**src/rtl/rv16_pkg.sv**
```systemverilog
// Shared rv16 definitions: instruction memory geometry, word width and the
// boot controller state encoding.
package rv16_pkg;

    localparam int RV16_IMEM_DEPTH    = 1024;
    localparam int RV16_IMEM_ADDR_W   = 10;
    localparam int RV16_WORD_W        = 16;
    localparam int RV16_BOOT_RST_HOLD = 4;

    typedef enum logic [2:0] {
        IDLE  = 3'd0,
        LOAD  = 3'd1,
        CHECK = 3'd2,
        HOLD  = 3'd3,
        RUN   = 3'd4,
        ERROR = 3'd5
    } boot_state_t;

endpackage

```
**src/rtl/rv16_boot_ctrl.sv**
```systemverilog
// rv16_boot_ctrl: holds the rv16r core in reset, streams instruction words
// from a valid/ready source into the instruction RAM at sequential addresses,
// then releases the core after a fixed reset-hold delay.
//
// Optional feature macro: RV16_BOOT_CHECKSUM_EN
//   defined   -> one trailing word after the image is compared with the
//                16-bit wrap-around sum of the image; a mismatch ends in ERROR.
//   undefined -> no checksum word, no accumulator; LOAD goes straight to HOLD.
module rv16_boot_ctrl
    import rv16_pkg::*;
#(
    parameter int ADDR_W   = RV16_IMEM_ADDR_W,
    parameter int DEPTH    = RV16_IMEM_DEPTH,
    parameter int RST_HOLD = RV16_BOOT_RST_HOLD
) (
    input  logic                   clk,
    input  logic                   rst,
    input  logic                   start,
    input  logic [ADDR_W:0]        len,
    input  logic                   in_valid,
    input  logic [RV16_WORD_W-1:0] in_data,
    output logic                   in_ready,
    output logic                   mem_we,
    output logic [ADDR_W-1:0]      mem_addr,
    output logic [RV16_WORD_W-1:0] mem_wdata,
    output logic                   core_rst,
    output logic                   busy,
    output logic                   done,
    output logic                   err
);

    // Width of the reset-hold down-counter; the +2 keeps it at least one bit
    // wide even for a zero hold.
    localparam int                 HOLD_W    = $clog2(RST_HOLD + 2);
    localparam logic [HOLD_W-1:0]  HOLD_INIT = HOLD_W'(RST_HOLD);
    localparam logic [ADDR_W:0]    DEPTH_L   = (ADDR_W + 1)'(DEPTH);

    // State that follows the last image word (or an empty image).
`ifdef RV16_BOOT_CHECKSUM_EN
    localparam boot_state_t POST_LOAD = CHECK;
`else
    localparam boot_state_t POST_LOAD = HOLD;
`endif

    boot_state_t            state_q, state_d;
    logic [ADDR_W:0]        len_q, len_d;
    logic [ADDR_W:0]        cnt_q, cnt_d;
    logic [HOLD_W-1:0]      hold_q, hold_d;
    logic                   in_ready_q, in_ready_d;
    logic                   mem_we_q, mem_we_d;
    logic [ADDR_W-1:0]      mem_addr_q, mem_addr_d;
    logic [RV16_WORD_W-1:0] mem_wdata_q, mem_wdata_d;
    logic                   core_rst_q, core_rst_d;
    logic                   busy_q, busy_d;
    logic                   done_q, done_d;
    logic                   err_q, err_d;
    logic                   handshake;
`ifdef RV16_BOOT_CHECKSUM_EN
    logic [RV16_WORD_W-1:0] acc_q, acc_d;
`endif

    // Next-state and next-output logic; every output is derived from the
    // next state so that all ports come straight from flops.
    always_comb begin
        state_d     = state_q;
        len_d       = len_q;
        cnt_d       = cnt_q;
        hold_d      = hold_q;
        mem_we_d    = 1'b0;
        mem_addr_d  = mem_addr_q;
        mem_wdata_d = mem_wdata_q;
`ifdef RV16_BOOT_CHECKSUM_EN
        acc_d       = acc_q;
`endif
        handshake   = in_valid && in_ready_q;

        case (state_q)
            IDLE, RUN, ERROR: begin
                if (start) begin
                    cnt_d = '0;
`ifdef RV16_BOOT_CHECKSUM_EN
                    acc_d = '0;
`endif
                    if (len > DEPTH_L) begin
                        state_d = ERROR;
                    end else if (len == '0) begin
                        state_d = POST_LOAD;
                        hold_d  = HOLD_INIT;
                    end else begin
                        state_d = LOAD;
                        len_d   = len;
                    end
                end
            end
            LOAD: begin
                if (handshake) begin
                    mem_we_d    = 1'b1;
                    mem_addr_d  = cnt_q[ADDR_W-1:0];
                    mem_wdata_d = in_data;
                    cnt_d       = cnt_q + 1'b1;
`ifdef RV16_BOOT_CHECKSUM_EN
                    acc_d       = acc_q + in_data;
`endif
                    if ((cnt_q + 1'b1) == len_q) begin
                        state_d = POST_LOAD;
                        hold_d  = HOLD_INIT;
                    end
                end
            end
`ifdef RV16_BOOT_CHECKSUM_EN
            CHECK: begin
                if (handshake) begin
                    if (in_data == acc_q) begin
                        state_d = HOLD;
                        hold_d  = HOLD_INIT;
                    end else begin
                        state_d = ERROR;
                    end
                end
            end
`endif
            HOLD: begin
                if (hold_q == '0) begin
                    state_d = RUN;
                end else begin
                    hold_d = hold_q - 1'b1;
                end
            end
            default: begin
                state_d = IDLE;
            end
        endcase

        // in_ready is high throughout LOAD; in CHECK it rises one cycle after
        // entry and falls again once the checksum word is taken.
        in_ready_d = (state_d == LOAD)
`ifdef RV16_BOOT_CHECKSUM_EN
                   || ((state_q == CHECK) && (state_d == CHECK))
`endif
                   ;
        core_rst_d = (state_d != RUN);
        busy_d     = (state_d == LOAD) || (state_d == CHECK) || (state_d == HOLD);
        done_d     = (state_d == RUN) && (state_q != RUN);
        err_d      = (state_d == ERROR);
    end

    // State register and registered outputs with synchronous reset.
    always_ff @(posedge clk) begin
        if (rst) begin
            state_q     <= IDLE;
            len_q       <= '0;
            cnt_q       <= '0;
            hold_q      <= '0;
            in_ready_q  <= 1'b0;
            mem_we_q    <= 1'b0;
            mem_addr_q  <= '0;
            mem_wdata_q <= '0;
            core_rst_q  <= 1'b1;
            busy_q      <= 1'b0;
            done_q      <= 1'b0;
            err_q       <= 1'b0;
`ifdef RV16_BOOT_CHECKSUM_EN
            acc_q       <= '0;
`endif
        end else begin
            state_q     <= state_d;
            len_q       <= len_d;
            cnt_q       <= cnt_d;
            hold_q      <= hold_d;
            in_ready_q  <= in_ready_d;
            mem_we_q    <= mem_we_d;
            mem_addr_q  <= mem_addr_d;
            mem_wdata_q <= mem_wdata_d;
            core_rst_q  <= core_rst_d;
            busy_q      <= busy_d;
            done_q      <= done_d;
            err_q       <= err_d;
`ifdef RV16_BOOT_CHECKSUM_EN
            acc_q       <= acc_d;
`endif
        end
    end

    assign in_ready  = in_ready_q;
    assign mem_we    = mem_we_q;
    assign mem_addr  = mem_addr_q;
    assign mem_wdata = mem_wdata_q;
    assign core_rst  = core_rst_q;
    assign busy      = busy_q;
    assign done      = done_q;
    assign err       = err_q;

endmodule

```
**config.mk**
```make
export PLATFORM = sky130hd
export DESIGN_NAME = rv16_boot_ctrl
export DESIGN_NICKNAME = d
export VERILOG_FILES = /design/src/rtl/rv16_pkg.sv /design/src/rtl/rv16_boot_ctrl.sv
export SDC_FILE = /design/constraint.sdc
export NUM_CORES = 1
export LEC_CHECK = 0
export CORE_MARGIN = 5
export CORE_UTILIZATION = 55
export DETAILED_ROUTE_END_ITERATION = 16
export DONT_BUFFER_PORTS = 1
export GPL_ROUTABILITY_DRIVEN = 0
export HOLD_SLACK_MARGIN = 0.06
export PLACE_DENSITY_LB_ADDON = 0.1
export SYNTH_ARGS = -nofsm -noshare
export SYNTH_HDL_FRONTEND = slang
export SYNTH_SLANG_ARGS = --single-unit
export TNS_END_PERCENT = 100
```
**constraint.sdc**
```tcl
create_clock -name clk -period 4.8 [get_ports clk]
set_input_delay 0.96 -clock clk [delete_from_list [all_inputs] [get_ports clk]]
set_output_delay 0.96 -clock clk [all_outputs]
set_load 0.02 [all_outputs]
```
==> results.py, run 1 <==
metrics = {
    "status": {
        "status": "finished, final reports clean",
    },
    "setup_path": {
        "max_stage_delay_ns": 0.53,
        "critPathArrivalTime_ns": 2.58,
        "crit_path_max_fanout": 8,
        "startpoint_type": "flip-flop",
        "worstSetupEndpointType": "flip-flop",
        "crit_slowest_cell": "dfxtp_1",
        "timing.critical_path.cells": "ha_1, nand3_4, or4_1, a21oi_1, nor3_1, o31ai_4, a211oi_1",
        "required_ns": 5.01,
        "crit_type": "reg2reg",
    },
    "final_layout": {
        "regArea_sq_um": 1201,
        "design_area_sq_um": 2922,
        "multiInputGateArea_sq_um": 1434,
        "area_delta_synth_final_pct": 5.085,
        "diodes": 0,
        "drive_above_1_share_pct": 7.430,
        "final_nets": 353,
        "fillers": 451,
    },
    "hold_path": {
        "hold_path_class": "reg2reg",
    },
    "placement": {
        "port_buffers": 0,
        "place.detailed.hpwl_mm": 3.849,
        "place_ws_ns": 2.113,
        "dpl-instance-area_sq_um": 2738,
    },
    "timing": {
        "worstMarginPinSlew_ns": 0.7376,
        "setup_tns_ns": 0,
        "grt_setup_unrepaired": "false",
        "report.final.slew_viol_count": 0,
        "fin_skew_ns": 0.005627,
        "fmaxAchievable_ghz": 0.4213,
        "setup_ws_ns": 2.427,
        "period_needed_ns": 2.373,
        "hold_viol": 0,
        "finalSetupViolations": 0,
        "max_slew_margin_pct": 50.64,
        "fin_crit_sh_pct": 49.44,
    },
    "routing": {
        "drc": 0,
        "routed_wl_mm": 5.763,
        "first_pass_iters": 4,
        "postRouteAntennaNets": 0,
        "drtIter0Drc": 92,
        "wl_per_cell_microns": 14.78,
        "vias_per_cell": 5.523,
        "vias": 2154,
    },
    "clock_network": {
        "htree_levels": 3,
        "numCtsBuffers": 9,
        "post_cts_buffers": 0,
        "clkSinkCount": 60,
        "path_clk_slew_ns": 0.06,
        "root_buffer": "clkbuf_8",
        "insertion_delay_ns": 0.33,
        "cts_buffer_depth": 2,
        "cts_tree": "built",
        "cts.repair.resized": 0,
        "cts_hold_buffers": 0,
    },
    "die": {
        "design.die.area_sq_um": 6576,
        "rows": 25,
        "die_w_microns": 81.10,
        "dieHeight_microns": 81.10,
        "num_io_pins": 63,
        "floorplan.initialDensity_pct": 57.71,
        "core_area_sq_um": 4817,
    },
    "synth": {
        "yosys.area.top_type": "dfxtp_1",
        "avgSynthCellArea_sq_um": 8.399,
        "synthCells": 331,
        "synth_seq_cells": 60,
        "yosysTopAreaCellShare_pct": 43.20,
        "synth.distinct_cells": 52,
        "yosys_warnings": 0,
        "synth.cell_area_sq_um": 2780,
        "synthTopCellsByArea": "dfxtp_1, nand2_1, a21oi_1, nor2_1, mux2i_1",
        "synth_nets": 365,
        "seq_area_frac_synth_pct": 43.20,
    },
    "global_route": {
        "grt_pass1_vias": 2115,
        "track_usage_pct": 19.58,
        "grt_pass1_wl_mm": 9.832,
        "overflow": 0,
        "antenna_found_initial": 0,
        "grt_max_degree": 58,
    },
    "job": {
        "maxCapViolCount": 0,
    },
    "power_and_ir_drop": {
        "irDropWorstVdd_mv": 0.2151,
        "p_leak_nw": 1.006,
        "power_density_nw_per_um2": 365.4,
    },
}
## power breakdown
part	internal [mW]	switching, mW	total [mW]	leakage, nW
Combinational	0.0385	0.0535	0.0920	0.426
Clock	0.251	0.181	0.432	0.0935
Sequential	0.518	0.0263	0.544	0.486
Total	0.807	0.260	1.07	1.01
## cell usage after synthesis (all sizes together)
master and count:
and3 3, a22o 1, nor2 37, o211a 1
a211oi 2, or3 3, o21ai 9, nor3 8
buf 11, nand2b 1, a21oi 37, o211ai 2
or2 1, xnor2 8, a2bb2oi 1, a41oi 1
o31ai 2, clkbuf 13, nand3b 3, xor2 7
a21o 3, or4 2, nand3 9, ha 3
o2111ai 1, nand4 6, o311ai 1, nand2 61
o21a 1, and2 3, inv 3, o22a 1
a22oi 1, and4 1, nor2b 7, mux2i 11
nand4bb 1, dfxtp 60, nor4 3, o31a 2
## stage by stage
step	std cells	utilization, %	hold slack (ns)	power (mW)
final	390	60.65	0.4619	1.067
after CTS	390	60.65	0.4599	1.082
after global placement	375	56.83	0.4470	0.6468
after floorplan	331	-	0.4367	0.6362
after global routing	390	60.65	0.4915	1.118
after detailed placement	375	56.83	0.4512	0.6484
## sequential cells by signal, indices dropped and copies added (netlist names)
name	cells
mem_wdata	16
cnt_q	11
hold_q	3
core_rst	1
len_q	11
done	1
mem_we	1
busy	1
in_ready	1
err	1
state_q	3
mem_addr	10
## final timing paths
path,startpoint,endpoint,slack (ns),cells past startpoint
setup / recovery,cnt_q[0],hold_q[0],2.43,7
hold / removal,hold_q[0],hold_q[0],0.46,1
setup reg to reg,cnt_q[0],hold_q[0],2.43,7
hold reg to reg,hold_q[0],hold_q[0],0.46,1
## placed cells by master (no fill, tap or decap), types with 2 or more instances in the layout
cell | Yosys | layout
o21ai_0 | 9 | 9
or4_1 | 2 | 2
inv_1 | 3 | 3
clkbuf_1 | 12 | 3
a21oi_1 | 37 | 37
and3_1 | 2 | 2
nor4_1 | 2 | 2
nor2b_1 | 7 | 7
mux2i_1 | 11 | 11
nand3_1 | 8 | 8
clkbuf_8 | 0 | 10
xnor2_1 | 8 | 8
nand3b_1 | 3 | 3
o211ai_1 | 2 | 2
and2_1 | 3 | 3
dfxtp_1 | 60 | 60
nand2_1 | 61 | 61
nor2_1 | 37 | 37
a211oi_1 | 2 | 2
ha_1 | 3 | 3
nand4_1 | 4 | 4
o31a_1 | 2 | 2
nor3_1 | 8 | 7
xor2_1 | 7 | 7
a21o_1 | 2 | 2
## final cells by class
class / instances / share of cell area [%]
Sequential cell: 60 / 41.11
Clock inverter: 2 / 1.199
Multi-Input combinational cell: 244 / 49.08
Tap cell: 67 / 2.869
Inverter: 3 / 0.3854
Clock buffer: 13 / 5.096
Timing Repair Buffer: 1 / 0.2570
## kinds of logic (layout without fill, tap and decap cells)
logic type / count (synthesis) / after routing / synth area share [%]
muxes: 11 / 11 / 3.961
xor gates and xnor gates: 15 / 15 / 4.726
AOI/OAI and AO/OA: 66 / 66 / 14.67
DFF: 60 / 60 / 43.20
and+or+nand+nor: 149 / 149 / 26.69
adders and majority gates: 3 / 3 / 1.350
buffers and inverters: 27 / 19 / 5.400
## critical path: cells and delay by family, from the launching register on
family	cells	cell delay (ns)
adder cells (fa/ha/maj)	1	0.42
flip-flops	1	0.53
AO/OA/AOI/OAI	3	0.57
AND/OR/NAND/NOR	3	0.73
## layer usage
metal | track usage, % | wire (microns) | up-vias | part of all wire, %
li1 | - | - | 1108 | -
met1 | 24.14 | 2539 | 985 | 44
met2 | 31.36 | 2798 | 55 | 49
met3 | 4.767 | 349 | 6 | 6.1
met4 | 10.64 | 76 | 0 | 1.3
met5 | 0 | 0 | - | 0
No activity file was read; power rests on OpenSTA's default activity.
==> run 2, diff against run 1 <==
==> constraint.sdc (replaced) <==
create_clock -name clk -period 1.9 [get_ports clk]
set_input_delay 0.38 -clock clk [delete_from_list [all_inputs] [get_ports clk]]
set_output_delay 0.38 -clock clk [all_outputs]
set_load 0.02 [all_outputs]
==> run 2 against run 1 <==
Flip-flop and latch count did not move. Global-route usage rose by 1.8 points. Register-to-register slack got worse by 2.4 ns. Clock power rose to 3.0 times the previous value. Utilization rose by 9.5 points. Critical path depth did not move. Setup slack got worse by 2.4 ns. Cell count rose by 10%. Sequential share of layout area fell by 5.3 points. Maximum frequency rose by 26%. Clock skew fell by 0.00064 ns. Die area did not move. Largest cell class unchanged. Highest routed layer unchanged.
==> results.py, run 2 (synthesis gave the netlist of run 1 again) <==
metrics = {
    "final_layout": {
        "final_util_pct": 70.10,
        "final_nets": 392,
        "diodes": 0,
        "final_cell_mix": "nand2_1, dfxtp_1, buf_4",
        "largest_reg_flops": 16,
        "layout_commonest_cell": "nand2_1",
        "area_delta_synth_final_pct": 21.47,
        "drive_above_1_share_pct": 23.14,
    },
    "timing": {
        "period_needed_ns": 1.891,
        "finalSetupViolations": 0,
        "whs_ns": 0.1011,
        "grt_setup_unrepaired": "true",
        "setup_ws_ns": 0.009281,
        "max_slew_margin_pct": 68.10,
        "fin_skew_ns": 0.004983,
        "fin_crit_sh_pct": 99.51,
        "hold_viol": 0,
        "report.final.slew_viol_count": 0,
        "fmaxAchievable_ghz": 0.5289,
        "worstMarginPinSlew_ns": 0.4752,
    },
    "routing": {
        "vias_per_cell": 5.409,
        "drtIter0Drc": 131,
        "drc": 0,
        "postRouteAntennaNets": 0,
        "routed_wl_mm": 6.523,
        "first_pass_iters": 5,
        "vias": 2326,
        "wl_per_cell_microns": 15.17,
    },
    "setup_path": {
        "startpoint_type": "flip-flop",
        "path_depth": 7,
        "path_delay_family": "simple AND/OR/NAND/NOR gates",
        "crit_slowest_cell": "dfxtp_4",
        "crit_path_max_fanout": 6,
        "crit_type": "reg2reg",
        "max_stage_delay_ns": 0.36,
        "timing.critical_path.mode_cell": "and3_4",
        "crit_start": "cnt_q[1]",
        "reg2reg_depth": 7,
        "critical_path_buf_inv_count": 0,
        "timing.critical_path.cells": "ha_4, and3_4, and3_4, o311ai_4, nand4_1, o31ai_4, nor2b_4",
        "worstSetupEndpointType": "flip-flop",
        "worstReg2RegStart": "cnt_q[1]",
        "required_ns": 2.18,
        "critPathArrivalTime_ns": 2.17,
    },
    "die": {
        "die_w_microns": 81.10,
        "num_io_pins": 63,
        "rows": 25,
        "design.die.area_sq_um": 6576,
        "dieHeight_microns": 81.10,
        "floorplan.initialDensity_pct": 57.71,
        "core_area_sq_um": 4817,
    },
    "power_and_ir_drop": {
        "p_leak_nw": 1.261,
        "irDropWorstVdd_mv": 0.5559,
        "finalPower_mw": 3.000,
        "power_density_nw_per_um2": 888.3,
    },
    "clock_network": {
        "path_clk_slew_ns": 0.07,
        "cts_buffer_depth": 2,
        "htree_levels": 3,
        "root_buffer": "clkbuf_8",
        "cts_tree": "built",
        "numCtsBuffers": 9,
        "insertion_delay_ns": 0.34,
        "clkSinkCount": 60,
    },
    "hold_path": {
        "hold_path_class": "in2reg",
        "holdPathStages": 1,
        "hp-start": "rst",
    },
    "global_route": {
        "grt_pass1_wl_mm": 10.67,
        "grt_max_degree": 58,
        "antenna_found_initial": 0,
        "grt_pass1_vias": 2240,
        "track_usage_pct": 21.39,
        "overflow": 0,
    },
    "placement": {
        "port_buffers": 0,
        "place.detailed.hpwl_mm": 4.548,
        "place_ws_ns": -0.1165,
    },
    "job": {
        "maxCapViolCount": 0,
    },
    "status": {
        "status": "finished, final reports clean",
    },
}
## run 2: final timing paths
path / slack (ns) / end
min: 0.10 / state_q[1]
max reg2reg: 0.009 / state_q[1]
max: 0.009 / state_q[1]
min reg2reg: 0.50 / mem_addr[6]
## run 2: per-layer routing
metal  part of all wire, %  track usage [%]  vias to the layer above
met5                     0                0                        -
met4                   1.4            10.64                        0
met3                   9.4            6.984                        6
met2                    45            32.10                       87
met1                    44            27.46                     1050
li1                      -                -                     1183
## run 2: what timing repair did
action,4_1_cts,5_1_grt
hold buffers,0,0
setup buffers,0,2
pin swaps,3,7
endpoints found under the setup margin,5,5
gates resized for setup,8,10
## run 2: power breakdown
group | total, mW | leakage (nW) | internal, mW | switching [mW]
Clock | 1.31 | 0.113 | 0.812 | 0.501
Combinational | 0.326 | 0.658 | 0.151 | 0.174
Sequential | 1.36 | 0.489 | 1.31 | 0.0556
Total | 3.00 | 1.26 | 2.27 | 0.730
## run 2: area by class of cell
type	instances	area, sq um
well taps	67	83.83
multi-input cells	244	1525
fillers	412	1440
inverters	3	11.26
flip-flops and latches	60	1210
clock buffers	10	148.9
repair buffers	40	312.8
clock inverters	6	85.08
## run 2: worst register-to-register path: stages, from the launching register on
cell and delay (ns):
dfxtp_4 0.36, ha_4 0.18, and3_4 0.19, and3_4 0.19, o311ai_4 0.20, nand4_1 0.18, o31ai_4 0.35, nor2b_4 0.19
## run 2: per-stage QoR
stage | cells | area [sq um] | TNS [ns]
2_1_floorplan | 331 | 2801 | -0.001105
3_3_place_gp | 412 | 3049 | -0.3355
3_5_place_dp | 412 | 3049 | -0.4698
4_1_cts | 428 | 3316 | 0
5_1_grt | 430 | 3377 | -0.5298
6_report | 430 | 3377 | 0
